### config.mk
export PLATFORM = sky130hd
export DESIGN_NAME = mem_bus_arbiter
export DESIGN_NICKNAME = d
export VERILOG_FILES = /design/src/rtl/mem_bus_arbiter_pkg.sv /design/src/rtl/arb_grant_sel.sv /design/src/rtl/mem_bus_arbiter.sv
export SDC_FILE = /design/constraint.sdc
export NUM_CORES = 1
export LEC_CHECK = 0
export ABC_AREA = 1
export ABC_CLOCK_PERIOD_IN_PS = 3800
export CORE_MARGIN = 2
export CORE_UTILIZATION = 45
export DETAILED_ROUTE_END_ITERATION = 10
export PLACE_DENSITY = 0.93
export SLEW_MARGIN = 20
export SYNTH_ARGS = -nofsm -noshare
export SYNTH_HDL_FRONTEND = slang
export SYNTH_SLANG_ARGS = --single-unit
### constraint.sdc
create_clock -name clk -period 3.8 [get_ports clk]
set_input_delay 0.38 -clock clk [delete_from_list [all_inputs] [get_ports clk]]
set_output_delay 0.38 -clock clk [all_outputs]
set_load 0.005 [all_outputs]
### src/rtl/mem_bus_arbiter_pkg.sv
// Shared types for mem_bus_arbiter: FSM state encoding and grant encoding.
package mem_bus_arbiter_pkg;

  typedef enum logic [1:0] {
    IDLE     = 2'd0,
    SRV_INST = 2'd1,
    SRV_DATA = 2'd2
  } state_t;

  localparam logic GNT_INST = 1'b0;
  localparam logic GNT_DATA = 1'b1;

endpackage

### src/rtl/arb_grant_sel.sv
// Combinational winner selection for mem_bus_arbiter.
// A port whose valid pulse is high this cycle is masked so the requester
// gets one edge to drop or renew its request.
// MEM_BUS_ARBITER_RR_EN: round-robin on collision instead of data-first.
module arb_grant_sel
  import mem_bus_arbiter_pkg::*;
(
  input  logic inst_req,
  input  logic inst_valid,
  input  logic data_req,
  input  logic data_valid,
`ifdef MEM_BUS_ARBITER_RR_EN
  input  logic last_grant,
`endif
  output logic gnt,
  output logic gnt_sel
);

  logic inst_live;
  logic data_live;

  assign inst_live = inst_req & ~inst_valid;
  assign data_live = data_req & ~data_valid;

  // Pick a winner; data is older (MEM stage) so it wins ties by default.
  always_comb begin
    gnt     = inst_live | data_live;
    gnt_sel = data_live ? GNT_DATA : GNT_INST;
`ifdef MEM_BUS_ARBITER_RR_EN
    if (inst_live && data_live)
      gnt_sel = (last_grant == GNT_INST) ? GNT_DATA : GNT_INST;
`endif
  end

endmodule

### src/rtl/mem_bus_arbiter.sv
// mem_bus_arbiter: shares one single-outstanding memory bus between the
// instruction-fetch port and the data port. One transaction at a time,
// each requester stalled until its valid pulse.
// Optional: MEM_BUS_ARBITER_RR_EN selects round-robin arbitration.
module mem_bus_arbiter
  import mem_bus_arbiter_pkg::*;
#(
  parameter int ADDR_W = 32,
  parameter int DATA_W = 32
) (
  input  logic                clk,
  input  logic                rst,
  input  logic                inst_req,
  input  logic [ADDR_W-1:0]   inst_addr,
  output logic [DATA_W-1:0]   inst_rdata,
  output logic                inst_valid,
  output logic                inst_stall,
  input  logic                data_req,
  input  logic                data_wr,
  input  logic [DATA_W/8-1:0] data_wstrb,
  input  logic [ADDR_W-1:0]   data_addr,
  input  logic [DATA_W-1:0]   data_wdata,
  output logic [DATA_W-1:0]   data_rdata,
  output logic                data_valid,
  output logic                data_stall,
  output logic                bus_req,
  output logic                bus_wr,
  output logic [DATA_W/8-1:0] bus_wstrb,
  output logic [ADDR_W-1:0]   bus_addr,
  output logic [DATA_W-1:0]   bus_wdata,
  input  logic                bus_ack,
  input  logic [DATA_W-1:0]   bus_rdata
);

  state_t state, state_nx;
  logic   gnt, gnt_sel;
  logic   grant_load, inst_done, data_done;

`ifdef MEM_BUS_ARBITER_RR_EN
  logic last_grant;

  // Remember the last winner so a collision goes to the other port.
  always_ff @(posedge clk or negedge rst) begin
    if (!rst)            last_grant <= GNT_INST;
    else if (grant_load) last_grant <= gnt_sel;
  end
`endif

  arb_grant_sel u_sel (
    .inst_req   (inst_req),
    .inst_valid (inst_valid),
    .data_req   (data_req),
    .data_valid (data_valid),
`ifdef MEM_BUS_ARBITER_RR_EN
    .last_grant (last_grant),
`endif
    .gnt        (gnt),
    .gnt_sel    (gnt_sel)
  );

  assign inst_stall = inst_req & ~inst_valid;
  assign data_stall = data_req & ~data_valid;

  // State register.
  always_ff @(posedge clk or negedge rst) begin
    if (!rst) state <= IDLE;
    else      state <= state_nx;
  end

  // Next state plus grant/completion strobes; bus_ack is only honoured
  // while a transaction is in flight.
  always_comb begin
    state_nx   = state;
    grant_load = 1'b0;
    inst_done  = 1'b0;
    data_done  = 1'b0;
    case (state)
      IDLE: begin
        if (gnt) begin
          grant_load = 1'b1;
          state_nx   = (gnt_sel == GNT_DATA) ? SRV_DATA : SRV_INST;
        end
      end
      SRV_INST: begin
        if (bus_ack) begin
          inst_done = 1'b1;
          state_nx  = IDLE;
        end
      end
      SRV_DATA: begin
        if (bus_ack) begin
          data_done = 1'b1;
          state_nx  = IDLE;
        end
      end
      default: state_nx = IDLE;
    endcase
  end

  // Bus outputs latched at grant and held until ack; read data and the
  // one-cycle valid pulses captured on ack.
  always_ff @(posedge clk or negedge rst) begin
    if (!rst) begin
      bus_req    <= 1'b0;
      bus_wr     <= 1'b0;
      bus_wstrb  <= '0;
      bus_addr   <= '0;
      bus_wdata  <= '0;
      inst_rdata <= '0;
      data_rdata <= '0;
      inst_valid <= 1'b0;
      data_valid <= 1'b0;
    end else begin
      inst_valid <= 1'b0;
      data_valid <= 1'b0;
      if (grant_load) begin
        bus_req <= 1'b1;
        if (gnt_sel == GNT_DATA) begin
          bus_addr  <= data_addr;
          bus_wr    <= data_wr;
          bus_wstrb <= data_wr ? data_wstrb : '0;
          bus_wdata <= data_wdata;
        end else begin
          bus_addr  <= inst_addr;
          bus_wr    <= 1'b0;
          bus_wstrb <= '0;
          bus_wdata <= '0;
        end
      end
      if (inst_done) begin
        bus_req    <= 1'b0;
        inst_rdata <= bus_rdata;
        inst_valid <= 1'b1;
      end
      if (data_done) begin
        bus_req    <= 1'b0;
        data_valid <= 1'b1;
        if (!bus_wr) data_rdata <= bus_rdata;
      end
    end
  end

endmodule
==> results.ini, run 1 <==
[outcome]
outcome = finished clean

[synth]
syn-num-nets = 817
yosysTopAreaCell = dfrtp_1
synth_area_mm2 = 0.00594
synthArstFlopShare = 1.00
yosys_register_bits = 138
ys_types = 18
synth_top_area_share = 0.582
netlist_top_cells_area = dfrtp_1 (58%), nand2_1 (20%), nand3_1 (5.8%)
yosysMostFrequentCell = nand2_1
ys.flop_type = dfrtp_1
postSynthAreaPerCell_um2 = 8.78
ys_seq_area_frac = 0.582
synth_edf_count = 0
yosys-top-cells-count = nand2_1 (310), dfrtp_1 (138), nand3_1 (69)
synth_warnings = 0
synthCells = 676

[clock_network]
clock_latency_ns = 0.41
cts.clk_slew.worst_paths_ns = 0.06
cts_setup_buffers = 0
hold_buffers = 0
clock_sinks = 138
htreeDepth = 4
cts_resized = 0
cts_root_buf = clkbuf_16
cts_tree = done
clk_path_buf_depth = 2
numCtsBuffers = 17

[placement]
gp_congestion = 0.783
place_area_mm2 = 0.00868
numPortBuffers = 275
dp_cells = 1087
dpl.hpwl_mm = 12.0

[power_and_ir_drop]
ir_drop_mv = 0.495
p_leak_nw = 4.61
p_per_area_mw_per_mm2 = 791
power_w = 0.00739

[global_routing]
gr-usage-all-layers = 0.249
grt_pass1_vias = 5386
grt_antenna_before_repair = 0
grt_max_degree = 87
grt_pass1_wl_mm = 27.7
gr-total-overflow = 0

[final_layout]
multi_input_area_mm2 = 0.00205
final_cell_area_mm2 = 0.00934
layout-drive-gt1-share = 0.0804
nFillCells = 865
syn2layout_area_growth_pct = 57.3
regArea_mm2 = 0.00345
nets = 1075
layoutNonFillerInstCount = 1118

[drt]
drtIter0Drc = 415
viasPerCell = 4.91
first_pass_iters = 4
drc = 0
wl_per_cell_um = 15.5
ant_nets = 0
dr_total_vias = 5491
wirelength_mm = 17.3

[sta]
finalCritPeriodShare = 0.711
finClkSkew_ns = 0.00782
final.setup.tns_ns = 0
slew_viol_final = 0
fin_crit_ns = 2.70
clock.fmax_ghz = 0.370
hold_viol = 0
rsz0062_at_grt = false
max_slew_margin = 0.323
report.final.setup_viol = 0
timing_worst_slew_pin_value_ns = 1.01

[worst_setup_path]
critical_path.endpoint_type = output port
path_class = flop to output port
crit_arrival_ns = 2.32
worstPathMaxFanout = 37
cp.required_ns = 3.42
cp-start-kind = flop

[die]
initial_core_util = 0.465
die_area_mm2 = 0.0141
die_w_um = 119
coreArea_mm2 = 0.0128
pin_count = 276
dieHeight_um = 119
rows = 41

[hold_path]
min_path_type = input port to async pin

[run]
maxCapViolCount = 0

state kept, by name, indices dropped and copies added, names as in the netlist:
name,count
bus_addr,32
bus_req,1
bus_wdata,32
bus_wr,1
bus_wstrb,4
data_rdata,32
data_valid,1
inst_rdata,32
inst_valid,1
state,2
per-stage QoR:
step | utilization | setup WS, ns | hold WS (ns)
2_1_floorplan | - | 2.45 | 0.0844
3_3_place_gp | 0.679 | 1.33 | 0.453
3_5_place_dp | 0.679 | 1.17 | 0.457
4_1_cts | 0.731 | 1.13 | 0.0543
5_1_grt | 0.731 | 0.982 | 0.0825
6_report | 0.731 | 1.10 | 0.0251
layout make-up:
class / count / area share
antenna: 1 / 0.000268
clock inverter: 12 / 0.0238
clock buffer: 18 / 0.0470
sequential: 138 / 0.370
inverter: 43 / 0.0173
multi-input combinational: 453 / 0.219
timing repair buffer: 281 / 0.300
tap: 172 / 0.0230
cells by family after synthesis:
group	after synthesis	synth area share
compound gates	65	0.0750
fa+ha+maj	3	0.00632
buf+inv	85	0.0742
flops	138	0.582
simple gates	385	0.263
power by group:
part	internal, W	switching [W]
Combinational	0.00163	0.00139
Sequential	0.00214	0.000384
Clock	0.00124	0.000612
Total	0.00501	0.00238
final timing paths:
check	from	endpoint	slack, ns	cells after the start
setup / recovery	data_valid$_DFF_PN0_	data_stall	1.10	4
setup reg to reg	data_valid$_DFF_PN0_	bus_wdata[5]$_DFFE_PN0P_	1.16	6
hold reg to reg	bus_wdata[18]$_DFFE_PN0P_	bus_wdata[18]$_DFFE_PN0P_	0.47	2
max in group asynchronous	rst	bus_wdata[3]$_DFFE_PN0P_	2.84	2
hold / removal	rst	data_rdata[25]$_DFFE_PN0P_	0.03	1
min in group clk	bus_wdata[18]$_DFFE_PN0P_	bus_wdata[18]$_DFFE_PN0P_	0.47	2
cells in the final DEF (no fill, tap or decap), types with 6 or more instances in the layout:
cell type and count:
nand2_1 309, clkdlybuf4s50_1 274, dfrtp_1 138, nand3_1 69, inv_1 42, o21ai_0 32
o21ai_2 32, clkbuf_16 17, bufinv_16 6, buf_4 6
routing by layer:
layer | track usage | part of all wire | vias to the layer above | wire length, µm
li1 | - | - | 2629 | -
met1 | 0.290 | 0.38 | 2562 | 6660
met2 | 0.406 | 0.49 | 266 | 8410
met3 | 0.108 | 0.11 | 34 | 1850
met4 | 0.0997 | 0.024 | 0 | 419
met5 | 0 | 0 | - | 0
critical path, cell delays in order (launching register included):
cell and delay, ns:
dfrtp_1 0.38, inv_2 0.45, nand2_4 0.40, inv_1 0.14, clkdlybuf4s50_1 0.52
Power figures use the tool's default switching activity.
==> run 2: changes to the inputs <==
--- a/config.mk
+++ b/config.mk
@@ -6,11 +6,11 @@
 export NUM_CORES = 1
 export LEC_CHECK = 0
 export ABC_AREA = 1
-export ABC_CLOCK_PERIOD_IN_PS = 3800
+export ABC_CLOCK_PERIOD_IN_PS = 2700
 export CORE_MARGIN = 2
-export CORE_UTILIZATION = 45
+export CORE_UTILIZATION = 42
 export DETAILED_ROUTE_END_ITERATION = 10
-export PLACE_DENSITY = 0.93
+export PLACE_DENSITY = 0.88
 export SLEW_MARGIN = 20
 export SYNTH_ARGS = -nofsm -noshare
 export SYNTH_HDL_FRONTEND = slang
==> constraint.sdc (replaced) <==
create_clock -name clk -period 2.7 [get_ports clk]
set_input_delay 0.27 -clock clk [delete_from_list [all_inputs] [get_ports clk]]
set_output_delay 0.27 -clock clk [all_outputs]
set_load 0.005 [all_outputs]
==> results.ini, run 2 (same netlist as run 1, synthesis figures left out) <==
[drt]
drc = 0  ; unchanged
viasPerCell = 4.83  ; -1.6%
ant_nets = 0  ; unchanged
wl_per_cell_um = 15.1  ; -2.7%
dr_total_vias = 5465  ; -0.47%
wirelength_mm = 17.1  ; -1.6%
first_pass_iters = 7  ; +3
drtIter0Drc = 315  ; -24%

[sta]
slew_viol_final = 0  ; unchanged
finalCritPeriodShare = 0.688
report.final.setup_viol = 0  ; unchanged
max_slew_margin = 0.477  ; +0.154
fin_crit_ns = 1.86
rsz0062_at_grt = false
clock.fmax_ghz = 0.538
final.setup.tns_ns = 0  ; unchanged
timing_worst_slew_pin_value_ns = 0.785  ; -0.228 ns
hold_viol = 0  ; unchanged
finClkSkew_ns = 0.00764  ; -0.000188 ns
finalWorstSetupSlack_ns = 0.842  ; -0.257 ns

[power_and_ir_drop]
p_per_area_mw_per_mm2 = 1100  ; +39%
ir_drop_mv = 0.648  ; +31%
p_leak_nw = 4.62  ; +0.24%

[final_layout]
nets = 1079  ; +0.37%
layout-drive-gt1-share = 0.0841  ; +0.00370
num_antenna_cells = 0  ; -1
final_cell_mix = nand2_1 (309), clkdlybuf4s50_1 (274), dfrtp_1 (138)
syn2layout_area_growth_pct = 57.9
mostFrequentLayoutCell = nand2_1

[die]
dieHeight_um = 123  ; +3.4%
coreArea_mm2 = 0.0138  ; +8.2%
rows = 43  ; +4.9%
die_area_mm2 = 0.0151  ; +6.9%
die_w_um = 123  ; +3.4%
pin_count = 276  ; unchanged
initial_core_util = 0.429  ; -0.0354

[clock_network]
clock_sinks = 138  ; unchanged
htreeDepth = 4  ; unchanged
cts_tree = done
cts.clk_slew.worst_paths_ns = 0.06  ; about the same
cts_root_buf = clkbuf_16
cts_resized = 0  ; unchanged
clock_latency_ns = 0.42  ; about the same
numCtsBuffers = 17  ; unchanged
clk_path_buf_depth = 2  ; unchanged

[worst_setup_path]
r2r_start = data_valid$_DFF_PN0_
cp-start-kind = flop
crit_arrival_ns = 1.59  ; -0.73 ns
cp.required_ns = 2.43  ; -0.99 ns
worstPathMaxFanout = 12  ; -68%
critical_path.endpoint_type = output port
crit_chain = inv_2 > nand2_4 > inv_1 > clkdlybuf4s50_1
crit_start = data_valid$_DFF_PN0_
crit_buf_inv = 3  ; unchanged
slowest_delay_ns = 0.50  ; -0.02 ns
cp_slowest_cell = clkdlybuf4s50_1
path_class = flop to output port
critPathTopFamily = buffers and inverters

[global_routing]
grt_pass1_vias = 5306  ; -1.5%
grt_max_degree = 71  ; -18%
gr-total-overflow = 0  ; unchanged
gr-usage-all-layers = 0.230  ; -0.0199
grt_pass1_wl_mm = 26.6  ; -3.9%
grt_antenna_before_repair = 0  ; unchanged

[hold_path]
min_path_type = input port to async pin

[placement]
numPortBuffers = 275  ; unchanged
gp_congestion = 0.804  ; +2.7%
dpl.hpwl_mm = 12.1  ; +1.0%
post-place-ws_ns = 0.533  ; -0.638 ns

[outcome]
outcome = finished clean

[run]
maxCapViolCount = 0  ; unchanged

run 2: final cells by class:
class                   instances  area, µm²
clock buffers                  19        443
fillers                      1034       4450
repair buffers                285       2860
well taps                     180        225
flip-flops and latches        138       3450
inverters                      43        161
clock inverters                13        191
multi-input cells             453       2050
run 2: final timing paths:
check                      slack (ns)  cells past startpoint                    endpoint
hold reg to reg                  0.47                      2   bus_wdata[26]$_DFFE_PN0P_
hold / removal                   0.35                      2  inst_rdata[24]$_DFFE_PN0P_
setup / recovery                 0.84                      4                  data_stall
max in group asynchronous        1.60                      3  inst_rdata[10]$_DFFE_PN0P_
min in group clk                 0.39                      3   bus_wdata[21]$_DFFE_PN0P_
setup reg to reg                 0.87                      6   bus_wdata[13]$_DFFE_PN0P_
run 2: worst register-to-register path: stages (launching register included):
cell,delay (ns)
dfrtp_1,0.41
inv_2,0.09
nand2_4,0.11
nand2_4,0.31
nand2_4,0.47
nand2_1,0.25
nand2_1,0.08
run 2: metrics by stage:
stage / area (µm²) / total power [W] / util / hold WS [ns] / cells
after floorplan: 5940 / 0.00538 / - / -0.0256 / 676
after global placement: 8730 / 0.00769 / 0.632 / 0.241 / 1098
after detailed placement: 8730 / 0.00783 / 0.632 / 0.243 / 1098
after CTS: 9380 / 0.0104 / 0.678 / 0.368 / 1131
after global routing: 9380 / 0.0110 / 0.678 / 0.396 / 1131
final: 9380 / 0.0103 / 0.678 / 0.354 / 1131
run 2: repair_timing:
item | 4_1_cts | 5_1_grt
setup endpoints to repair | 0 | 0
hold endpoints to repair | 50 | 0
setup buffers | 0 | 0
hold buffers | 1 | 0
run 2: routing by layer:
| metal | GRT usage | routed length [µm] | vias up |
|---|---|---|---|
| li1 | - | - | 2639 |
| met1 | 0.256 | 6250 | 2534 |
| met2 | 0.391 | 8540 | 256 |
| met3 | 0.0876 | 1850 | 36 |
| met4 | 0.101 | 415 | 0 |
| met5 | 0 | 0 | - |
run 2: report_power, final:
group	switching (W)	internal (W)
combinational	0.00194	0.00232
clock	0.000908	0.00158
sequential	0.000528	0.00300
total	0.00338	0.00691
==> run 3: changes to the inputs <==
--- a/config.mk
+++ b/config.mk
@@ -6,11 +6,11 @@
 export NUM_CORES = 1
 export LEC_CHECK = 0
 export ABC_AREA = 1
-export ABC_CLOCK_PERIOD_IN_PS = 2700
+export ABC_CLOCK_PERIOD_IN_PS = 1550
 export CORE_MARGIN = 2
-export CORE_UTILIZATION = 42
+export CORE_UTILIZATION = 37
 export DETAILED_ROUTE_END_ITERATION = 10
-export PLACE_DENSITY = 0.88
+export PLACE_DENSITY = 0.82
 export SLEW_MARGIN = 20
 export SYNTH_ARGS = -nofsm -noshare
 export SYNTH_HDL_FRONTEND = slang
==> constraint.sdc (replaced) <==
create_clock -name clk -period 1.55 [get_ports clk]
set_input_delay 0.155 -clock clk [delete_from_list [all_inputs] [get_ports clk]]
set_output_delay 0.155 -clock clk [all_outputs]
set_load 0.005 [all_outputs]
==> results.ini, run 3 (same netlist as run 1, synthesis figures left out) <==
[global_routing]
grt_pass1_vias = 5132  ; -3.3%
grt_pass1_wl_mm = 25.5  ; -4.2%
grt_antenna_before_repair = 0  ; unchanged
gr-total-overflow = 0  ; unchanged
gr-usage-all-layers = 0.192  ; -0.0371
grt_max_degree = 65  ; -8.5%

[drt]
drtIter0Drc = 221  ; -30%
viasPerCell = 4.59  ; -4.9%
ant_nets = 0  ; unchanged
drc = 0  ; unchanged
first_pass_iters = 4  ; -3
wl_per_cell_um = 14.6  ; -3.0%
dr_total_vias = 5452  ; -0.24%
wirelength_mm = 17.4  ; +1.8%

[worst_setup_path]
critPathTopFamily = buffers and inverters
worstRegToRegCells = 7  ; +1
crit_buf_inv = 1  ; -2
slowest_delay_ns = 0.54  ; +0.04 ns
crit_chain = clkdlybuf4s50_1
r2r_start = state[1]$_DFFE_PN0P_
r2r_slack_ns = 0.12  ; -0.75 ns
critical_path.endpoint_type = output port
cp-start-kind = flop
path_class = flop to output port
cp.required_ns = 1.39  ; -1.04 ns
cp_slowest_cell = clkdlybuf4s50_1
crit_arrival_ns = 1.33  ; -0.26 ns
reg2reg_to = bus_addr[5]$_DFFE_PN0P_
path_depth = 1  ; -3
worstPathMaxFanout = 2  ; -10

[sta]
timing_worst_slew_pin_value_ns = 0.342  ; -0.443 ns
finalWorstSetupSlack_ns = 0.0671  ; -0.774 ns
finClkSkew_ns = 0.0108  ; +0.00317 ns
hold_viol = 0  ; unchanged
slew_viol_final = 0  ; unchanged
report.final.setup_viol = 0  ; unchanged
fin_hold_ws_ns = 0.194  ; -0.160 ns
max_slew_margin = 0.772  ; +0.295
fin_crit_ns = 1.48
clock.fmax_ghz = 0.674
rsz0062_at_grt = false
finalCritPeriodShare = 0.957

[placement]
dp_cells = 1148  ; +4.6%
post-place-ws_ns = -0.0241  ; -0.557 ns
gp_congestion = 0.795  ; -1.1%
numPortBuffers = 275  ; unchanged
dpl.hpwl_mm = 12.1  ; +0.22%

[die]
die_w_um = 131  ; +6.3%
initial_core_util = 0.377  ; -0.0529
die_area_mm2 = 0.0171  ; +13%
dieHeight_um = 131  ; +6.3%
pin_count = 276  ; unchanged
coreArea_mm2 = 0.0158  ; +14%
rows = 46  ; +7.0%

[clock_network]
numCtsBuffers = 17  ; unchanged
cts_tree = done
clk_path_buf_depth = 2  ; unchanged
htreeDepth = 4  ; unchanged
clock_latency_ns = 0.42  ; about the same
cts_root_buf = clkbuf_16
cts.clk_slew.worst_paths_ns = 0.07  ; about the same
clock_sinks = 138  ; unchanged

[power_and_ir_drop]
p_leak_nw = 4.79  ; +3.6%
ir_drop_mv = 1.01  ; +56%
power_w = 0.0186  ; +81%
p_per_area_mw_per_mm2 = 1920  ; +75%

[final_layout]
regArea_mm2 = 0.00345  ; unchanged
final_cell_mix = nand2_1 (309), clkdlybuf4s50_1 (272), dfrtp_1 (138)
nets = 1099  ; +1.9%
num_antenna_cells = 0  ; unchanged
mostFrequentLayoutCell = nand2_1
multi_input_area_mm2 = 0.00205  ; +0.37%
nFillCells = 1336  ; +29%
layoutNonFillerInstCount = 1187  ; +5.0%
layout-drive-gt1-share = 0.103  ; +0.0189
syn2layout_area_growth_pct = 63.6

[hold_path]
min_path_type = input port to async pin

[outcome]
outcome = finished clean

[run]
maxCapViolCount = 0  ; unchanged

==> run 3: cell count changes in the layout (fill, tap and decap cells not counted), moves of 2 or more <==
| cell | delta |
|---|---|
| buf_4 | +11 |
| buf_12 | +6 |
| clkbuf_16 | +2 |
| clkdlybuf4s50_1 | -2 |
| clkinvlp_4 | -2 |
| dlygate4sd2_1 | +2 |
==> run 3: layout make-up <==
type,count,area share
multi-input combinational,453,0.211
timing repair buffer,305,0.321
sequential,138,0.355
inverter,43,0.0166
tap,216,0.0278
clock inverter,13,0.0222
clock buffer,19,0.0456
==> run 3: worst max-delay path by stage <==
stage,startpoint,end,slack (ns)
CTS,state[0]$_DFFE_PN0P_,data_rdata[9]$_DFFE_PN0P_,0.01
global placement,bus_ack,data_rdata[3]$_DFFE_PN0P_,0.01
floorplan,state[0]$_DFFE_PN0P_,data_rdata[23]$_DFFE_PN0P_,0.20
detailed placement,bus_ack,data_rdata[19]$_DFFE_PN0P_,-0.02
finish,data_rdata[14]$_DFFE_PN0P_,data_rdata[14],0.07
global route,state[1]$_DFFE_PN0P_,bus_addr[31]$_DFFE_PN0P_,0.005
==> run 3: where the power goes <==
part           total, W  internal, W  switching [W]
Sequential      0.00611      0.00523       0.000881
Combinational   0.00799      0.00443        0.00356
Clock           0.00451      0.00292        0.00159
==> run 3: through the flow <==
step / util / instance area, µm² / TNS, ns
finish: 0.616 / 9720 / 0
floorplan: - / 5940 / 0
global placement: 0.568 / 8960 / 0
CTS: 0.611 / 9640 / 0
detailed placement: 0.568 / 8960 / -0.359
global route: 0.616 / 9720 / 0
==> run 3: what timing repair did <==
action	CTS	global route
resized for setup	2	2
pin swaps	1	1
buffers inserted	2	1
hold buffers	1	0
setup endpoints to repair	3	35
cloned	0	3
hold endpoints to repair	106	0
==> run 3: per-layer routing <==
metal / vias to the layer above / global-route usage / part of all wire
li1: 2680 / - / -
met1: 2521 / 0.220 / 0.40
met2: 222 / 0.315 / 0.47
met3: 29 / 0.0806 / 0.11
met4: 0 / 0.0876 / 0.025
met5: - / 0 / 0
